**config.mk**
```make
export PLATFORM = sky130hd
export DESIGN_NAME = card_draw_scheduler_flat
export DESIGN_NICKNAME = d
export VERILOG_FILES = /design/src/rtl/card_draw_scheduler_if.sv /design/src/rtl/card_draw_scheduler.sv /design/src/flat_wrapper.sv
export SDC_FILE = /design/constraint.sdc
export NUM_CORES = 1
export LEC_CHECK = 0
export ABC_AREA = 0
export CAP_MARGIN = 20
export CORE_MARGIN = 3
export CORE_UTILIZATION = 50
export DETAILED_ROUTE_END_ITERATION = 7
export PLACE_DENSITY = 0.85
export SLEW_MARGIN = 40
export SYNTH_ARGS = -nofsm -noshare
export SYNTH_HDL_FRONTEND = slang
export SYNTH_SLANG_ARGS = --single-unit
```
**constraint.sdc**
```tcl
create_clock -name clk -period 3.3 [get_ports clk]
set_input_delay 0.66 -clock clk [delete_from_list [all_inputs] [get_ports clk]]
set_output_delay 0.66 -clock clk [all_outputs]
set_load 0.02 [all_outputs]
```
**src/rtl/card_draw_scheduler_if.sv**
```systemverilog
// Card draw bus: requests and round clear from the round FSM, rank from the
// LUT, and grant/card/hand status back to the round FSM and display logic.
interface card_draw_scheduler_if;
  logic       clr_round;
  logic       req_player;
  logic       req_house;
  logic       lut_pip;
  logic [3:0] lut_number;
  logic       grant_player;
  logic       grant_house;
  logic       card_valid;
  logic       card_owner;
  logic [3:0] card_num;
  logic [2:0] player_cnt;
  logic [2:0] house_cnt;
  logic [6:0] player_pts;
  logic [6:0] house_pts;
  logic       player_bust;
  logic       house_bust;
  logic       player_five;
  logic       house_five;
  logic       busy;
  logic       rank_err;

  // Round FSM / LUT side
  modport master (
    output clr_round, req_player, req_house, lut_number,
    input  lut_pip, grant_player, grant_house, card_valid, card_owner, card_num,
           player_cnt, house_cnt, player_pts, house_pts, player_bust, house_bust,
           player_five, house_five, busy, rank_err
  );

  // Scheduler side
  modport slave (
    input  clr_round, req_player, req_house, lut_number,
    output lut_pip, grant_player, grant_house, card_valid, card_owner, card_num,
           player_cnt, house_cnt, player_pts, house_pts, player_bust, house_bust,
           player_five, house_five, busy, rank_err
  );
endinterface

```
**src/rtl/card_draw_scheduler.sv**
```systemverilog
// Card draw scheduler for ten-and-a-half: arbitrates player/house draw
// requests onto the shared card LUT and keeps per-hand count, half-point
// total and bust/five-card flags. All outputs come straight from flops.
module card_draw_scheduler #(
  parameter int unsigned LUT_LAT    = 2,
  parameter int unsigned MAX_CARDS  = 5,
  parameter int unsigned BUST_LIMIT = 21
) (
  input  logic                  clk,
  input  logic                  rst_n,
  card_draw_scheduler_if.slave  bus
);

  localparam int unsigned WW = (LUT_LAT > 1) ? $clog2(LUT_LAT) : 1;
  localparam logic [WW-1:0] WAIT_LAST = WW'(LUT_LAT - 1);

  typedef enum logic [1:0] {
    IDLE  = 2'd0,
    ISSUE = 2'd1,
    WAIT  = 2'd2
  } state_t;

  state_t        state_q, state_d;
  logic [WW-1:0] wait_q, wait_d;
  logic          rr_q, rr_d;        // 1: house wins the next tie
  logic          owner_q, owner_d;  // side of the draw in flight

  logic       pip_q, pip_d;
  logic       gp_q, gp_d;
  logic       gh_q, gh_d;
  logic       cv_q, cv_d;
  logic       co_q, co_d;
  logic [3:0] cn_q, cn_d;
  logic [2:0] pc_q, pc_d;
  logic [2:0] hc_q, hc_d;
  logic [6:0] pp_q, pp_d;
  logic [6:0] hp_q, hp_d;
  logic       pb_q, pb_d;
  logic       hb_q, hb_d;
  logic       pf_q, pf_d;
  logic       hf_q, hf_d;
  logic       busy_q, busy_d;
  logic       rerr_q, rerr_d;

  logic       elig_p, elig_h, win_h;
  logic       bad_rank;
  logic [6:0] val, sum;
  logic [2:0] new_cnt;
  logic       new_bust, new_five;

  function automatic logic [6:0] card_value(input logic [3:0] r);
    logic [6:0] v;
    v = '0;
    if (r >= 4'd1 && r <= 4'd10) v = {2'b00, r, 1'b0};
    else if (r >= 4'd11 && r <= 4'd13) v = 7'd1;
    return v;
  endfunction

  // Eligibility and the owner-side result of the card currently on the LUT
  always_comb begin
    elig_p   = bus.req_player & ~pb_q & (pc_q < 3'(MAX_CARDS));
    elig_h   = bus.req_house  & ~hb_q & (hc_q < 3'(MAX_CARDS));
    win_h    = elig_h & (~elig_p | rr_q);
    bad_rank = (bus.lut_number == 4'd0) || (bus.lut_number > 4'd13);
    val      = card_value(bus.lut_number);
    sum      = (owner_q ? hp_q : pp_q) + val;
    new_cnt  = (owner_q ? hc_q : pc_q) + 3'd1;
    new_bust = (owner_q ? hb_q : pb_q) | (sum > 7'(BUST_LIMIT));
    new_five = (owner_q ? hf_q : pf_q) | ((new_cnt == 3'(MAX_CARDS)) & ~new_bust);
  end

  // Next-state and next-output logic; clr_round overrides everything
  always_comb begin
    state_d = state_q;
    wait_d  = wait_q;
    rr_d    = rr_q;
    owner_d = owner_q;
    pip_d   = 1'b0;
    gp_d    = 1'b0;
    gh_d    = 1'b0;
    cv_d    = 1'b0;
    co_d    = co_q;
    cn_d    = cn_q;
    pc_d    = pc_q;
    hc_d    = hc_q;
    pp_d    = pp_q;
    hp_d    = hp_q;
    pb_d    = pb_q;
    hb_d    = hb_q;
    pf_d    = pf_q;
    hf_d    = hf_q;
    rerr_d  = rerr_q;

    if (bus.clr_round) begin
      state_d = IDLE;
      wait_d  = '0;
      pc_d    = '0;
      hc_d    = '0;
      pp_d    = '0;
      hp_d    = '0;
      pb_d    = 1'b0;
      hb_d    = 1'b0;
      pf_d    = 1'b0;
      hf_d    = 1'b0;
      rerr_d  = 1'b0;
    end else begin
      unique case (state_q)
        IDLE: begin
          if (elig_p | elig_h) begin
            state_d = ISSUE;
            pip_d   = 1'b1;
            gp_d    = ~win_h;
            gh_d    = win_h;
            owner_d = win_h;
            rr_d    = ~win_h;
          end
        end
        ISSUE: begin
          state_d = WAIT;
          wait_d  = '0;
        end
        WAIT: begin
          if (wait_q == WAIT_LAST) begin
            state_d = IDLE;
            cv_d    = 1'b1;
            co_d    = owner_q;
            cn_d    = bus.lut_number;
            if (bad_rank) rerr_d = 1'b1;
            if (owner_q) begin
              hc_d = new_cnt;
              hp_d = sum;
              hb_d = new_bust;
              hf_d = new_five;
            end else begin
              pc_d = new_cnt;
              pp_d = sum;
              pb_d = new_bust;
              pf_d = new_five;
            end
          end else begin
            wait_d = wait_q + 1'b1;
          end
        end
        default: state_d = IDLE;
      endcase
    end

    busy_d = (state_d != IDLE);
  end

  // State and output registers; asynchronous reset clears everything at once
  always_ff @(posedge clk or negedge rst_n) begin
    if (!rst_n) begin
      state_q <= IDLE;
      wait_q  <= '0;
      rr_q    <= 1'b0;
      owner_q <= 1'b0;
      pip_q   <= 1'b0;
      gp_q    <= 1'b0;
      gh_q    <= 1'b0;
      cv_q    <= 1'b0;
      co_q    <= 1'b0;
      cn_q    <= '0;
      pc_q    <= '0;
      hc_q    <= '0;
      pp_q    <= '0;
      hp_q    <= '0;
      pb_q    <= 1'b0;
      hb_q    <= 1'b0;
      pf_q    <= 1'b0;
      hf_q    <= 1'b0;
      busy_q  <= 1'b0;
      rerr_q  <= 1'b0;
    end else begin
      state_q <= state_d;
      wait_q  <= wait_d;
      rr_q    <= rr_d;
      owner_q <= owner_d;
      pip_q   <= pip_d;
      gp_q    <= gp_d;
      gh_q    <= gh_d;
      cv_q    <= cv_d;
      co_q    <= co_d;
      cn_q    <= cn_d;
      pc_q    <= pc_d;
      hc_q    <= hc_d;
      pp_q    <= pp_d;
      hp_q    <= hp_d;
      pb_q    <= pb_d;
      hb_q    <= hb_d;
      pf_q    <= pf_d;
      hf_q    <= hf_d;
      busy_q  <= busy_d;
      rerr_q  <= rerr_d;
    end
  end

  // Output drive
  always_comb begin
    bus.lut_pip      = pip_q;
    bus.grant_player = gp_q;
    bus.grant_house  = gh_q;
    bus.card_valid   = cv_q;
    bus.card_owner   = co_q;
    bus.card_num     = cn_q;
    bus.player_cnt   = pc_q;
    bus.house_cnt    = hc_q;
    bus.player_pts   = pp_q;
    bus.house_pts    = hp_q;
    bus.player_bust  = pb_q;
    bus.house_bust   = hb_q;
    bus.player_five  = pf_q;
    bus.house_five   = hf_q;
    bus.busy         = busy_q;
    bus.rank_err     = rerr_q;
  end

endmodule

```
**src/flat_wrapper.sv**
```systemverilog
// flat-port wrapper written by rule: the top's interface ports become plain ports
module card_draw_scheduler_flat 
#(
  parameter int unsigned LUT_LAT    = 2,
  parameter int unsigned MAX_CARDS  = 5,
  parameter int unsigned BUST_LIMIT = 21
)
  (clk, rst_n, bus_clr_round, bus_req_player, bus_req_house, bus_lut_number, bus_lut_pip, bus_grant_player, bus_grant_house, bus_card_valid, bus_card_owner, bus_card_num, bus_player_cnt, bus_house_cnt, bus_player_pts, bus_house_pts, bus_player_bust, bus_house_bust, bus_player_five, bus_house_five, bus_busy, bus_rank_err);
  card_draw_scheduler_if bus_i ();
  input  logic clk;
  input  logic rst_n;
  input wire logic [$bits(bus_i.clr_round)-1:0] bus_clr_round;
  input wire logic [$bits(bus_i.req_player)-1:0] bus_req_player;
  input wire logic [$bits(bus_i.req_house)-1:0] bus_req_house;
  input wire logic [$bits(bus_i.lut_number)-1:0] bus_lut_number;
  output wire logic [$bits(bus_i.lut_pip)-1:0] bus_lut_pip;
  output wire logic [$bits(bus_i.grant_player)-1:0] bus_grant_player;
  output wire logic [$bits(bus_i.grant_house)-1:0] bus_grant_house;
  output wire logic [$bits(bus_i.card_valid)-1:0] bus_card_valid;
  output wire logic [$bits(bus_i.card_owner)-1:0] bus_card_owner;
  output wire logic [$bits(bus_i.card_num)-1:0] bus_card_num;
  output wire logic [$bits(bus_i.player_cnt)-1:0] bus_player_cnt;
  output wire logic [$bits(bus_i.house_cnt)-1:0] bus_house_cnt;
  output wire logic [$bits(bus_i.player_pts)-1:0] bus_player_pts;
  output wire logic [$bits(bus_i.house_pts)-1:0] bus_house_pts;
  output wire logic [$bits(bus_i.player_bust)-1:0] bus_player_bust;
  output wire logic [$bits(bus_i.house_bust)-1:0] bus_house_bust;
  output wire logic [$bits(bus_i.player_five)-1:0] bus_player_five;
  output wire logic [$bits(bus_i.house_five)-1:0] bus_house_five;
  output wire logic [$bits(bus_i.busy)-1:0] bus_busy;
  output wire logic [$bits(bus_i.rank_err)-1:0] bus_rank_err;
  assign bus_i.clr_round = bus_clr_round;
  assign bus_i.req_player = bus_req_player;
  assign bus_i.req_house = bus_req_house;
  assign bus_i.lut_number = bus_lut_number;
  assign bus_lut_pip = bus_i.lut_pip;
  assign bus_grant_player = bus_i.grant_player;
  assign bus_grant_house = bus_i.grant_house;
  assign bus_card_valid = bus_i.card_valid;
  assign bus_card_owner = bus_i.card_owner;
  assign bus_card_num = bus_i.card_num;
  assign bus_player_cnt = bus_i.player_cnt;
  assign bus_house_cnt = bus_i.house_cnt;
  assign bus_player_pts = bus_i.player_pts;
  assign bus_house_pts = bus_i.house_pts;
  assign bus_player_bust = bus_i.player_bust;
  assign bus_house_bust = bus_i.house_bust;
  assign bus_player_five = bus_i.player_five;
  assign bus_house_five = bus_i.house_five;
  assign bus_busy = bus_i.busy;
  assign bus_rank_err = bus_i.rank_err;
  card_draw_scheduler #(.LUT_LAT(LUT_LAT), .MAX_CARDS(MAX_CARDS), .BUST_LIMIT(BUST_LIMIT)) u_core (.clk(clk), .rst_n(rst_n), .bus(bus_i));
endmodule
```
[Yosys cells after proc, flatten, opt, wreduce, memory -nomap -nowiden]
Index checks and enable logic that the tools add are counted.
Cells by class
  add/sub/neg operators: 3
  order comparisons: 8
  equality and inequality tests: 4
  muxes and demuxes: 61
  bitwise logic cells: 16
  reduce and logical (&&, ||, !) cells: 16
Operators with widths (number)
  7-bit two-way mux: 9
  1-bit two-way mux: 37
  3-bit two-way mux: 9
  3-bit AND reduction: 5
  2-bit nonzero test: 5
  4-bit less-or-equal comparator, second input constant: 2
  7-bit by 5-bit adder with 7-bit output: 1
  7-bit by 5-bit greater-than comparator with 1-bit output, second input constant: 1
  1-bit bitwise AND: 6
  3-bit < comparator, second input constant: 2
  2-bit two-way mux: 3
  1-bit NOT: 6
  2-bit case mux with 3 select lines: 1
  5-bit two-way mux: 1
  4-bit by 1-bit greater-or-equal comparator with 1-bit output, second input constant: 1
  4-bit greater-or-equal comparator, second input constant: 1
  4-bit greater-than comparator, second input constant: 1
  4-bit zero test: 1
  1-bit bitwise OR: 4
  3-bit by 1-bit adder with 3-bit output, second input constant: 1
  3-bit == test, second input constant: 1
  3-bit nonzero test: 1
  2-bit by 1-bit == test with 1-bit output, second input constant: 1
  2-bit == test, second input constant: 1
  6 further kinds: 7
Storage, ports and cells
  flip-flop bits (word level): 40
  output and inout port bits: 35
  logic and storage cells: 128

[Depth between registers and ports, before layout]
  depth after elaboration: 14
  depth in mapped cells: 10

[Worst setup path before layout]
Ideal clock, no wire load.
  kind: register -> register
  start: register u_core.owner_q
  end: register u_core.hf_q, in the netlist u_core.bus.house_five
  library setup time: 121 ps
  arrival: 2810 ps
  required time: 3179 ps
  setup slack: 369 ps
  stages on the path, launching flop included: 11
  buffers on the path: 2
  clock period less this slack: 2931 ps
  cells stage by stage: dfrtp_1 -> buf_6 -> clkbuf_1 -> mux2_2 -> ha_1 -> fa_1 -> nand3b_1 -> o211a_1 -> a311oi_2 -> a2111oi_2 -> a22o_1
On the way
  word-level cells in the longest chain between the ends: 11
  elaborated cells between the ends (all ways): 18
  classes of those cells: add/sub (2); order compare (1); eq/ne (1); mux (8); bitwise (4); reduce/logical (2)
Ends and longest elaborated chain
  from (decl): line card_draw_scheduler.sv:26  | logic owner_q, owner_d;
  from (signal assigned): line card_draw_scheduler.sv:178  | owner_q <= owner_d;
  7-bit two-way mux: line card_draw_scheduler.sv:66  | sum = (owner_q ? hp_q : pp_q) + val;
  7-bit by 5-bit adder with 7-bit output: line card_draw_scheduler.sv:66
  7-bit by 5-bit greater-than comparator with 1-bit output: line card_draw_scheduler.sv:68  | new_bust = (owner_q ? hb_q : pb_q) | (sum > 7'(BUST_LIMIT));
  1-bit bitwise OR: line card_draw_scheduler.sv:68
  1-bit NOT: line card_draw_scheduler.sv:69  | new_five = (owner_q ? hf_q : pf_q) | ((new_cnt == 3'(MAX_CARDS)) & ~new_bust);
  1-bit bitwise AND: line card_draw_scheduler.sv:69
  1-bit bitwise OR: line card_draw_scheduler.sv:69
  1-bit two-way mux: line card_draw_scheduler.sv:129  | if (owner_q) begin
  1-bit two-way mux: line card_draw_scheduler.sv:123  | if (wait_q == WAIT_LAST) begin
  1-bit two-way mux: line card_draw_scheduler.sv:107  | unique case (state_q)
  1-bit two-way mux: line card_draw_scheduler.sv:94  | if (bus.clr_round) begin
  to (signal assigned): line card_draw_scheduler.sv:171  | hf_q <= 1'b0;
  to (signal assigned): line card_draw_scheduler.sv:192  | hf_q <= hf_d;
  to (decl): line card_draw_scheduler.sv:41  | logic hf_q, hf_d;
Parallel ways exist; a longest one is shown, timed or not. The select of a mux whose other input is x is not followed.
A chain may end at the register's enable or synchronous reset.

[Worst setup path in the final report]
  start: input port bus_lut_number[2]
  end: register u_core.hf_q, in the netlist u_core.bus.house_five
On the way
  word-level cells in the longest chain between the ends: 14
  elaborated cells between the ends (all ways): 18
  classes of those cells: add/sub (1); order compare (5); mux (6); bitwise (4); reduce/logical (2)
Ends and longest elaborated chain
  from (decl): line flat_wrapper.sv:15  | input wire logic [$bits(bus_i.lut_number)-1:0] bus_lut_number;
  4-bit greater-or-equal comparator / 4-bit less-or-equal comparator (equally long branches): line card_draw_scheduler.sv:55  | else if (r >= 4'd11 && r <= 4'd13) v = 7'd1;
  1-bit logical AND: line card_draw_scheduler.sv:55
  1-bit two-way mux: line card_draw_scheduler.sv:55
  5-bit two-way mux (*): line card_draw_scheduler.sv:54  | if (r >= 4'd1 && r <= 4'd10) v = {2'b00, r, 1'b0};
  7-bit by 5-bit adder with 7-bit output (*): line card_draw_scheduler.sv:66
  7-bit by 5-bit greater-than comparator with 1-bit output (*): line card_draw_scheduler.sv:68
  1-bit bitwise OR (*): line card_draw_scheduler.sv:68
  1-bit NOT (*): line card_draw_scheduler.sv:69
  1-bit bitwise AND (*): line card_draw_scheduler.sv:69
  1-bit bitwise OR (*): line card_draw_scheduler.sv:69
  1-bit two-way mux (*): line card_draw_scheduler.sv:129
  1-bit two-way mux (*): line card_draw_scheduler.sv:123
  1-bit two-way mux (*): line card_draw_scheduler.sv:107
  1-bit two-way mux (*): line card_draw_scheduler.sv:94
Every way passes the cells marked *; elsewhere a longest branch is shown, timed or not. The select of a mux whose other input is x is not followed.

==> metrics.md <==
| Metric | Value |
|---|---|
| Register share of total power | 0.452 |
| Die area | ~5200 sq um |
| Clk Latency, worst-skew pair | 290 ps |
| Slew at the pin closest to its max-slew limit | 770 ps |
| Crit share post-route | 0.921 |
| Fin. max-slew vios | 0 |
| Max IR drop VDD | 0.000314 V |
| DRT Wirelength | 4910 um |
| Total Power | between 0.001 and 0.0015 W |
| HP Class | in2async |
| # diodes | 0 |
| NetSw | 0.000307 W |
| Clock sink total | 40 |
| Main synth FF type | dfrtp_1 |
| Post-layout util | 0.683 |
| TritonCTS Buffers | 5 |
| Pre-CTS WS | -28.2 ps |
| Sequential area share after synthesis | 0.458 |
| Switching share of power | 0.254 |
| First-pass GRT wire length | 8660 um |
| DRC viols | 0 |
| Antenna-violating nets left | 0 |
| Worst Setup End Kind | register |
| Final hold vios | 0 |
| Largest net degree at the start of global routing | 41 |
| PD cells | 429 nW/um^2 |
| Clock Power Share | 0.360 |
| WL/cell | 15.5 um |
| Fraction of registers with async set/reset | 1.00 |
| Leak Pwr | 1.24 nW |
| Syn Area/Cell | 10.1 sq um |
| Fill cells | 325 |
| Detail Placement HPWL | 3570 um |
| H-tree levels | 2 |
| Vias in the first global route | about 1800 |
| RSZ-0062 raised after global routing | false |
| Fmax | 329 MHz |
| Die Ht | 72.1 um |
| Min Tclk post-route | 3040 ps |
| Layout area overhead | 28.6% |
| Finish-stage setup viols | 0 |
| Synthesized net count | ~230 |
| Status | finished, final reports clean |
| Mapped cell area | 2190 sq um |
| Initial antenna violation count | 0 |
| Final hold slack | between 300 and 400 ps |
| Root buffer cell | clkbuf_8 |
| Crit start category | primary input |
| CP arrival | between 3000 and 4000 ps |
| Cell internal pwr | ~0.0009 W |
| RR Startpoint | u_core.owner_q$_DFFE_PN0P_ |
| Core area | 4120 sq um |
| CTS clock-pin slew for the worst setup and hold paths | 80 ps |
| Port Buffers | 43 |
| Share of layout cells above drive strength 1 | 0.150 |
| CP Launch Point | bus_lut_number[2] |
| Io pins | between 40 and 50 |
| Synth unique cells | 42 |
| Yosys Warn Count | 0 |
| Row cnt | 23 |
| Vias/cell | 5.58 |
| Postcts setup bufs | 0 |
| Post_cts resized | 0 |
| GRT Total Usage | 0.210 |
| DR pass1 iterations | 4 |
| Comb power frac | 0.188 |
| Max-Cap Viols | 0 |
| Hold buffer count at cts | 0 |
| Initial drt markers | 126 |
| Required time of the critical path | ~3500 ps |
| EDFF count, synth | 0 |
| WS Path Type | in2reg |
| Worst setup margin | 261 ps |
| Via Count | about 1800 |
| Clock Skew | 4.54 ps |
| CTS tree | done |
| Initial core utilization | 0.531 |
| Syn Inst Count | 216 |
| GRT Residual Overflow | 0 |
| Crit Path Max Fanout | 5 |
| Seq cells post-synth | 40 |
| Final net count | 282 |
| Final Wtd Congestion | between 0.8 and 0.9 |
| Clk buf depth | 2 |
| Max transition margin | 0.485 |
| Die Wd | 72.1 um |
-- critical path, stage by stage --
cell and delay, ps:
clkdlybuf4s50_1 530, nand3b_1 130, a21oi_1 70, ha_1 230, fa_1 490, nand3b_1 200, o211a_1 150, a311oi_2 430
a2111oi_2 100, a22o_1 210
-- cells in the mapped netlist (2+ instances only) --
master      n  area [sq um]
dfrtp_1    40          1000
nand2_1    27           101
nor2_1     19          71.3
a21oi_1    17          85.1
mux2_2     10           113
o21ai_0     9          45.0
inv_1       8          30.0
a211oi_1    7          52.6
ha_1        7          87.6
mux2i_1     7          70.1
nand3b_1    6          45.0
clkbuf_1    5          18.8
a21o_1      4          30.0
nand2b_1    4          25.0
nand3_1     4          20.0
xnor2_1     4          35.0
xor2_1      4          35.0
nor3_1      3          15.0
a2111oi_2   2          30.0
a22o_1      2          17.5
a31oi_1     2          12.5
and2_1      2          12.5
buf_2       2          10.0
buf_6       2          22.5
or3_1       2          12.5
-- layout by cell type, fill, tap and decap left out, types with 3 or more instances in the layout --
cell             instances
xnor2_1                  4
nor3_1                   3
nand2b_1                 4
a21oi_1                 17
a211oi_1                 7
inv_1                    8
ha_1                     7
a21o_1                   4
xor2_1                   4
mux2i_1                  7
nand3_1                  4
clkdlybuf4s50_1         42
o21ai_0                  9
mux2_2                  10
buf_4                    9
nand3b_1                 6
dfrtp_1                 40
clkbuf_8                 7
nor2_1                  19
nand2_1                 27
-- state kept, by name, indices dropped and copies added (netlist names), 2 cells and up --
name                   cells
u_core.bus.house_cnt       3
u_core.bus.player_cnt      3
u_core.state_q             2
u_core.bus.card_num        4
u_core.bus.player_pts      7
u_core.bus.house_pts       7
-- metrics by stage --
stage	std cells	TNS (ps)	area (sq um)
after global placement	308	0	2680
after floorplan	216	0	2190
after global routing	316	0	2810
after detailed placement	308	-45.5	2690
after CTS	316	0	2810
final	316	0	2810
-- final timing paths --
kind | endpoint | slack (ps) | cells past startpoint
setup / recovery | u_core.bus.house_five$_DFFE_PN0P_ | 260 | 10
hold / removal | u_core.bus.grant_player$_DFF_PN0_ | 330 | 1
setup reg to reg | u_core.bus.house_five$_DFFE_PN0P_ | 600 | 8
hold reg to reg | u_core.bus.grant_player$_DFF_PN0_ | 490 | 1
max in group asynchronous | u_core.bus.card_num[0]$_DFFE_PN0P_ | 2630 | 1
min in group clk | u_core.bus.grant_player$_DFF_PN0_ | 490 | 1
-- layout make-up --
type                       count  area, sq um  area share
inverter                       8         30.0      0.0107
tap                           50         62.6      0.0222
sequential                    40         1000       0.356
clock buffer                   7         96.3      0.0343
multi-input combinational    159         1100       0.393
clock inverter                 1         30.0      0.0107
timing repair buffer          51          488       0.173
-- routing by layer --
metal / track usage / vias up / wire length [um]
li1: - / 851 / -
met1: 0.279 / 860 / 2220
met2: 0.346 / 44 / 2400
met3: 0.0416 / 7 / 214
met4: 0.0647 / 0 / 78
met5: 0 / - / 0
-- cells by family (layout without fill, tap and decap cells) --
logic type | count (synthesis) | in the layout | synth area share
AND/OR/NAND/NOR | 75 | 75 | 0.172
adder cells (fa/ha/maj) | 8 | 8 | 0.0492
buffers and inverters | 17 | 67 | 0.0372
flip-flops | 40 | 40 | 0.458
XOR/XNOR | 8 | 8 | 0.0320
AO/OA/AOI/OAI | 51 | 51 | 0.168
multiplexers | 17 | 17 | 0.0835
-- power groups by stage --
stage | Sequential [W] | Combinational, W | Clock [W]
2_1_floorplan | 0.000579 | 0.000106 | 0
3_3_place_gp | 0.000555 | 0.000223 | 0
3_5_place_dp | 0.000555 | 0.000227 | 0
4_1_cts | 0.000546 | 0.000229 | 0.000441
5_1_grt | 0.000552 | 0.000246 | 0.000467
6_report | 0.000546 | 0.000227 | 0.000434
No activity file was read; power rests on OpenSTA's default activity.
